`src/rtl/axi4_slave_mem_arbiter_if.sv`:
```
// Bus bundle between the read/write channel engines, the memory port and the arbiter.
// The arbiter uses the slave modport; engines and memory model sit on the master side.
interface axi4_slave_mem_arbiter_if #(
    parameter int DATA_WIDTH = 32,
    parameter int ADDR_WIDTH = 32,
    parameter int STRB_WIDTH = DATA_WIDTH / 8
);
    logic                  rd_req;
    logic                  rd_done;
    logic                  rd_en;
    logic [ADDR_WIDTH-1:0] rd_addr;
    logic                  rd_gnt;
    logic [DATA_WIDTH-1:0] rd_data;
    logic                  wr_req;
    logic                  wr_done;
    logic                  wr_en;
    logic [ADDR_WIDTH-1:0] wr_addr;
    logic [DATA_WIDTH-1:0] wr_data;
    logic [STRB_WIDTH-1:0] wr_strb;
    logic                  wr_gnt;
    logic                  mem_en;
    logic                  mem_we;
    logic [ADDR_WIDTH-1:0] mem_addr;
    logic [DATA_WIDTH-1:0] mem_wdata;
    logic [STRB_WIDTH-1:0] mem_strb;
    logic [DATA_WIDTH-1:0] mem_rdata;
    logic [15:0]           stall_cnt;

    modport slave (
        input  rd_req, rd_done, rd_en, rd_addr,
        input  wr_req, wr_done, wr_en, wr_addr, wr_data, wr_strb,
        input  mem_rdata,
        output rd_gnt, rd_data, wr_gnt,
        output mem_en, mem_we, mem_addr, mem_wdata, mem_strb,
        output stall_cnt
    );

    modport master (
        output rd_req, rd_done, rd_en, rd_addr,
        output wr_req, wr_done, wr_en, wr_addr, wr_data, wr_strb,
        output mem_rdata,
        input  rd_gnt, rd_data, wr_gnt,
        input  mem_en, mem_we, mem_addr, mem_wdata, mem_strb,
        input  stall_cnt
    );
endinterface

```
`src/rtl/axi4_slave_mem_arbiter.sv`:
```
// Round-robin burst arbiter sharing the single-port backing memory between read and write engines.
// Optional macro AXI_MEM_ARB_RDATA_REG_EN registers rd_data (read latency 1 -> 2 cycles).
//
// state  | meaning
// IDLE   | no owner, memory port quiet
// RD_OWN | read engine owns memory until rd_done
// WR_OWN | write engine owns memory until wr_done
module axi4_slave_mem_arbiter #(
    parameter int DATA_WIDTH = 32,
    parameter int ADDR_WIDTH = 32,
    parameter int STRB_WIDTH = DATA_WIDTH / 8
) (
    input logic                    clk,
    input logic                    rst,
    axi4_slave_mem_arbiter_if.slave bus
);
    typedef enum logic [1:0] {
        IDLE   = 2'd0,
        RD_OWN = 2'd1,
        WR_OWN = 2'd2
    } state_t;

    state_t                state;
    logic                  rd_gnt;
    logic                  wr_gnt;
    logic                  last_wr;
    logic [15:0]           stall_cnt;
    logic                  mem_en;
    logic                  mem_we;
    logic [ADDR_WIDTH-1:0] mem_addr;
    logic [DATA_WIDTH-1:0] mem_wdata;
    logic [STRB_WIDTH-1:0] mem_strb;

    // last_wr resets to 0 (read served last) so the write engine wins the first tie.
    always_ff @(posedge clk or negedge rst) begin
        if (!rst) begin
            state   <= IDLE;
            rd_gnt  <= 1'b0;
            wr_gnt  <= 1'b0;
            last_wr <= 1'b0;
        end else begin
            case (state)
                IDLE: begin
                    if (bus.wr_req && (!bus.rd_req || !last_wr)) begin
                        state   <= WR_OWN;
                        wr_gnt  <= 1'b1;
                        last_wr <= 1'b1;
                    end else if (bus.rd_req) begin
                        state   <= RD_OWN;
                        rd_gnt  <= 1'b1;
                        last_wr <= 1'b0;
                    end
                end
                RD_OWN: begin
                    if (bus.rd_done) begin
                        rd_gnt <= 1'b0;
                        if (bus.wr_req) begin
                            state   <= WR_OWN;
                            wr_gnt  <= 1'b1;
                            last_wr <= 1'b1;
                        end else begin
                            state <= IDLE;
                        end
                    end
                end
                WR_OWN: begin
                    if (bus.wr_done) begin
                        wr_gnt <= 1'b0;
                        if (bus.rd_req) begin
                            state   <= RD_OWN;
                            rd_gnt  <= 1'b1;
                            last_wr <= 1'b0;
                        end else begin
                            state <= IDLE;
                        end
                    end
                end
                default: begin
                    state  <= IDLE;
                    rd_gnt <= 1'b0;
                    wr_gnt <= 1'b0;
                end
            endcase
        end
    end

    always_ff @(posedge clk or negedge rst) begin
        if (!rst) begin
            stall_cnt <= 16'd0;
        end else if (((bus.rd_req && wr_gnt) || (bus.wr_req && rd_gnt)) && (stall_cnt != 16'hFFFF)) begin
            stall_cnt <= stall_cnt + 16'd1;
        end
    end

    // Decoded from state so an async reset silences the port immediately.
    always_comb begin
        mem_en    = 1'b0;
        mem_we    = 1'b0;
        mem_addr  = '0;
        mem_wdata = '0;
        mem_strb  = '0;
        case (state)
            RD_OWN: begin
                mem_en   = bus.rd_en;
                mem_addr = bus.rd_addr;
            end
            WR_OWN: begin
                mem_en    = bus.wr_en;
                mem_we    = 1'b1;
                mem_addr  = bus.wr_addr;
                mem_wdata = bus.wr_data;
                mem_strb  = bus.wr_strb;
            end
            default: ;
        endcase
    end

`ifdef AXI_MEM_ARB_RDATA_REG_EN
    logic [DATA_WIDTH-1:0] rd_data;

    always_ff @(posedge clk or negedge rst) begin
        if (!rst) begin
            rd_data <= '0;
        end else begin
            rd_data <= bus.mem_rdata;
        end
    end

    assign bus.rd_data = rd_data;
`else
    assign bus.rd_data = bus.mem_rdata;
`endif

    assign bus.rd_gnt    = rd_gnt;
    assign bus.wr_gnt    = wr_gnt;
    assign bus.stall_cnt = stall_cnt;
    assign bus.mem_en    = mem_en;
    assign bus.mem_we    = mem_we;
    assign bus.mem_addr  = mem_addr;
    assign bus.mem_wdata = mem_wdata;
    assign bus.mem_strb  = mem_strb;
endmodule
```
`src/flat_wrapper.sv`:
```
// flat-port wrapper written by rule: the top's interface ports become plain ports
module axi4_slave_mem_arbiter_flat 
#(
    parameter int DATA_WIDTH = 32,
    parameter int ADDR_WIDTH = 32,
    parameter int STRB_WIDTH = DATA_WIDTH / 8
)
  (clk, rst, bus_rd_req, bus_rd_done, bus_rd_en, bus_rd_addr, bus_wr_req, bus_wr_done, bus_wr_en, bus_wr_addr, bus_wr_data, bus_wr_strb, bus_mem_rdata, bus_rd_gnt, bus_rd_data, bus_wr_gnt, bus_mem_en, bus_mem_we, bus_mem_addr, bus_mem_wdata, bus_mem_strb, bus_stall_cnt);
  axi4_slave_mem_arbiter_if #(.DATA_WIDTH(DATA_WIDTH), .ADDR_WIDTH(ADDR_WIDTH), .STRB_WIDTH(STRB_WIDTH)) bus_i ();
  input logic clk;
  input logic rst;
  input wire logic [$bits(bus_i.rd_req)-1:0] bus_rd_req;
  input wire logic [$bits(bus_i.rd_done)-1:0] bus_rd_done;
  input wire logic [$bits(bus_i.rd_en)-1:0] bus_rd_en;
  input wire logic [$bits(bus_i.rd_addr)-1:0] bus_rd_addr;
  input wire logic [$bits(bus_i.wr_req)-1:0] bus_wr_req;
  input wire logic [$bits(bus_i.wr_done)-1:0] bus_wr_done;
  input wire logic [$bits(bus_i.wr_en)-1:0] bus_wr_en;
  input wire logic [$bits(bus_i.wr_addr)-1:0] bus_wr_addr;
  input wire logic [$bits(bus_i.wr_data)-1:0] bus_wr_data;
  input wire logic [$bits(bus_i.wr_strb)-1:0] bus_wr_strb;
  input wire logic [$bits(bus_i.mem_rdata)-1:0] bus_mem_rdata;
  output wire logic [$bits(bus_i.rd_gnt)-1:0] bus_rd_gnt;
  output wire logic [$bits(bus_i.rd_data)-1:0] bus_rd_data;
  output wire logic [$bits(bus_i.wr_gnt)-1:0] bus_wr_gnt;
  output wire logic [$bits(bus_i.mem_en)-1:0] bus_mem_en;
  output wire logic [$bits(bus_i.mem_we)-1:0] bus_mem_we;
  output wire logic [$bits(bus_i.mem_addr)-1:0] bus_mem_addr;
  output wire logic [$bits(bus_i.mem_wdata)-1:0] bus_mem_wdata;
  output wire logic [$bits(bus_i.mem_strb)-1:0] bus_mem_strb;
  output wire logic [$bits(bus_i.stall_cnt)-1:0] bus_stall_cnt;
  assign bus_i.rd_req = bus_rd_req;
  assign bus_i.rd_done = bus_rd_done;
  assign bus_i.rd_en = bus_rd_en;
  assign bus_i.rd_addr = bus_rd_addr;
  assign bus_i.wr_req = bus_wr_req;
  assign bus_i.wr_done = bus_wr_done;
  assign bus_i.wr_en = bus_wr_en;
  assign bus_i.wr_addr = bus_wr_addr;
  assign bus_i.wr_data = bus_wr_data;
  assign bus_i.wr_strb = bus_wr_strb;
  assign bus_i.mem_rdata = bus_mem_rdata;
  assign bus_rd_gnt = bus_i.rd_gnt;
  assign bus_rd_data = bus_i.rd_data;
  assign bus_wr_gnt = bus_i.wr_gnt;
  assign bus_mem_en = bus_i.mem_en;
  assign bus_mem_we = bus_i.mem_we;
  assign bus_mem_addr = bus_i.mem_addr;
  assign bus_mem_wdata = bus_i.mem_wdata;
  assign bus_mem_strb = bus_i.mem_strb;
  assign bus_stall_cnt = bus_i.stall_cnt;
  axi4_slave_mem_arbiter #(.DATA_WIDTH(DATA_WIDTH), .ADDR_WIDTH(ADDR_WIDTH), .STRB_WIDTH(STRB_WIDTH)) u_core (.clk(clk), .rst(rst), .bus(bus_i));
endmodule
```
`config.mk`:
```
export PLATFORM = sky130hd
export DESIGN_NAME = axi4_slave_mem_arbiter_flat
export DESIGN_NICKNAME = d
export VERILOG_FILES = /design/src/rtl/axi4_slave_mem_arbiter_if.sv /design/src/rtl/axi4_slave_mem_arbiter.sv /design/src/flat_wrapper.sv
export SDC_FILE = /design/constraint.sdc
export NUM_CORES = 1
export LEC_CHECK = 0
export ABC_CLOCK_PERIOD_IN_PS = 2210
export CAP_MARGIN = 20
export CORE_AREA = 2 2 100 102
export DETAILED_ROUTE_END_ITERATION = 10
export DIE_AREA = 0 0 102 104
export DONT_BUFFER_PORTS = 1
export GPL_ROUTABILITY_DRIVEN = 0
export PLACE_DENSITY = 0.45
export SLEW_MARGIN = 20
export SYNTH_ARGS = -nofsm -noshare
export SYNTH_HDL_FRONTEND = slang
export SYNTH_SLANG_ARGS = --single-unit
```
`constraint.sdc`:
```
create_clock -name clk -period 2.21 [get_ports clk]
set_clock_uncertainty 0.2 [all_clocks]
set_input_delay 0.1105 -clock clk [delete_from_list [all_inputs] [get_ports clk]]
set_output_delay 0.1105 -clock clk [all_outputs]
set_load 0.02 [all_outputs]
```
==> results.txt <==
Run status -> finished clean
First-pass DRT Iterations -> 4
Sequential Area -> 526 um^2
CTS tree -> yes
Crit Reg-Reg Startpoint -> u_core.state[1]$_DFFE_PN0P_
Sequential-to-total area share from yosys stat -> 0.245
Least-Margin Pin Slew -> 0.717 ns
Clk pin slew, worst setup/hold paths -> 0.08 ns
Cell variety after synth -> 38
Synthesized cell area -> 2150 um^2
Crit path capture -> bus_mem_addr[21]
Initial antenna violation count -> 0
1st-iter DRT viols -> 103
Final hold violations -> 0
Worst Setup SP -> u_core.state[0]$_DFFE_PN0P_
Vias after detailed routing -> 1924
Hold_ws -> 0.0210 ns
Register bit total from synthesis -> 21
VDD IR max -> 0.000482 V
Post-route setup TNS -> 0 ns
Hold Crit Depth -> 0
GRT Residual Overflow -> 0
Max-cap viol count -> 0
Yosys Warn Count -> 0
Footprint of the multi-input gates -> 1290 um^2
# DRC -> 0
Starting density of the core -> 0.225
Clock Tree Root -> clkbuf_8
WP data required -> 1.90 ns
Ys flop type -> dfrtp_1
Critical Path Source Type -> flip-flop
All-Layer GR Usage -> 0.117
Row cnt -> 36
Post-CTS setup buffers -> 0
Worst skew pair latency -> 0.27 ns
Max-slew violation count -> 0
Arrival time of the worst setup path -> 1.72 ns
Max incr delay on CP -> 0.42 ns
Setup-failing EPs final -> 0
PD cells -> 1240 nW/um^2
Largest net degree at the start of global routing -> 39
Post-route ant nets -> 0
Die W -> 102 um
Number of global-route vias before repair -> 1900
First-pass GRT wire length -> 9790 um
Die Y -> 104 um
Fmax -> 494 MHz
Max clock buf depth -> 2
Detailed Place HPWL -> 5430 um
Total power -> 3.15 mW
Synthesized net count -> 407
IO buf count -> 0
NumNets Final -> 423
Avg WL per Cell -> 16.4 um
Ys async rst share -> 1.00
Post-synth EDFFs -> 0
CP Capture Type -> primary output
Critical path's slowest cell -> dfrtp_1
Die area -> 10600 um^2
Average vias per placed instance -> 4.73
Setup CP Type -> flip-flop to primary output
# clock sinks -> 21
Critical R2R Capture -> u_core.state[1]$_DFFE_PN0P_
Share of post-route cells with drive strength above 1 -> 0.255
Syn Area/Cell -> 8.29 um^2
Area Overhead vs Synth -> 17.9%
Fill cell count -> 1078
H-Tree Depth -> 1
Placed cells -> 399
Ant diodes -> 0
Ports -> 260
Fin crit period -> 2.03 ns
Final Cycle Share -> 0.917
Max Fanout on Critical Path -> 19
TritonCTS Buffers -> 3
Critical path cell sequence -> inv_1, ha_2, buf_6, a22oi_1, nor2b_1, buf_4
Reg2Reg Setup Slack -> 0.30 ns
Non-Filler Instances -> 407
Slew margin rel. -> 0.516
Core area -> 9550 um^2
Mapped Cells -> 259
Unrepaired setup endpoints after global routing -> no
Worst reg-to-reg path cell count -> 7
Lkg Pwr -> 1.08 nW
Routed WL -> 6660 um
Hold WC Path Type -> input pin to primary output
power breakdown:
| part | internal, mW | leakage, nW | switching, mW | total (mW) |
|---|---|---|---|---|
| Sequential | 0.484 | 0.275 | 0.0711 | 0.555 |
| Clock | 0.128 | 0.0217 | 0.143 | 0.271 |
| Combinational | 0.947 | 0.785 | 1.37 | 2.32 |
worst min-delay path by stage:
stage,from,end,slack [ns]
2_1_floorplan,rst,u_core.bus.rd_gnt$_DFFE_PN0P_,-0.39
3_3_place_gp,rst,u_core.bus.stall_cnt[15]$_DFFE_PN0P_,-0.38
3_5_place_dp,rst,u_core.bus.stall_cnt[15]$_DFFE_PN0P_,-0.38
4_1_cts,bus_mem_rdata[1],bus_rd_data[1],0.02
5_1_grt,bus_mem_rdata[12],bus_rd_data[12],0.02
6_report,bus_mem_rdata[0],bus_rd_data[0],0.02
worst max-delay path, delay by kind of cell (launching register included):
family,cells,cell delay (ns)
buffers and inverters,3,0.52
flip-flops,1,0.42
adder cells (fa/ha/maj),1,0.26
AO/OA/AOI/OAI,1,0.11
AND/OR/NAND/NOR,1,0.13
cells in the mapped netlist (all sizes together) (2+ instances only):
master	instances	area share
a21oi	3	0.0070
a22oi	33	0.12
and2	37	0.11
and3	3	0.0093
buf	33	0.12
clkbuf	17	0.030
dfrtp	21	0.24
ha	8	0.047
inv	6	0.010
mux2	3	0.017
nand2	9	0.016
nand3	6	0.014
nand4	6	0.024
nor2	5	0.0087
nor2b	35	0.10
nor4	2	0.0058
o22ai	2	0.0058
o41ai	3	0.012
or3	2	0.0064
xnor2	8	0.033
xor2	5	0.020
cells in the final DEF (no fill, tap or decap), types with 3 or more instances in the layout:
cell type	n
buf_4	54
nor2b_1	35
a21oi_1	3
and2_1	37
nand3_1	6
inv_1	6
nand4_1	5
clkbuf_8	3
nor2_1	5
dfrtp_1	21
ha_1	7
xor2_1	5
dlygate4sd3_1	3
o41ai_1	3
a22oi_1	33
nand2_1	9
xnor2_1	8
metrics by stage:
step	setup slack, ns	area (um^2)	util
2_1_floorplan	0.111	2150	-
3_3_place_gp	0.308	2440	0.255
3_5_place_dp	0.296	2440	0.255
4_1_cts	0.0518	2520	0.264
5_1_grt	0.0293	2530	0.265
6_report	0.184	2530	0.265
state kept, by name (all words and copies together), names as in the netlist:
register / cells
u_core.state: 2
u_core.bus.wr_gnt: 1
u_core.bus.rd_gnt: 1
u_core.bus.stall_cnt: 16
u_core.last_wr: 1
per-layer routing:
layer | global-route usage | routed length (um) | vias to the layer above
met4 | 0.0505 | 197 | 0
met5 | 0 | 0 | -
li1 | - | - | 892
met2 | 0.207 | 3380 | 112
met1 | 0.139 | 2640 | 899
met3 | 0.0134 | 440 | 21
cell type report:
class,instances,share of cell area
multi-input combinational,182,0.508
sequential,21,0.208
clock buffer,3,0.0163
inverter,6,0.00889
timing repair buffer,61,0.191
clock inverter,1,0.00296
tap,133,0.0657
what timing repair did:
action / in CTS / in global routing
hold buffers: 3 / 1
endpoints found under the hold margin: 26 / 21
gates resized for setup: 0 / 3
setup endpoints to repair: 0 / 20
logic make-up (layout without fill, tap and decap cells):
family | Yosys count | count (layout) | share of synthesized area
simple gates | 109 | 109 | 0.308
buf+inv | 56 | 71 | 0.157
compound gates | 48 | 48 | 0.168
flops | 21 | 21 | 0.245
xor+xnor | 13 | 13 | 0.0530
fa+ha+maj | 8 | 8 | 0.0466
mux | 4 | 4 | 0.0221
No activity file was read; power rests on OpenSTA's default activity.
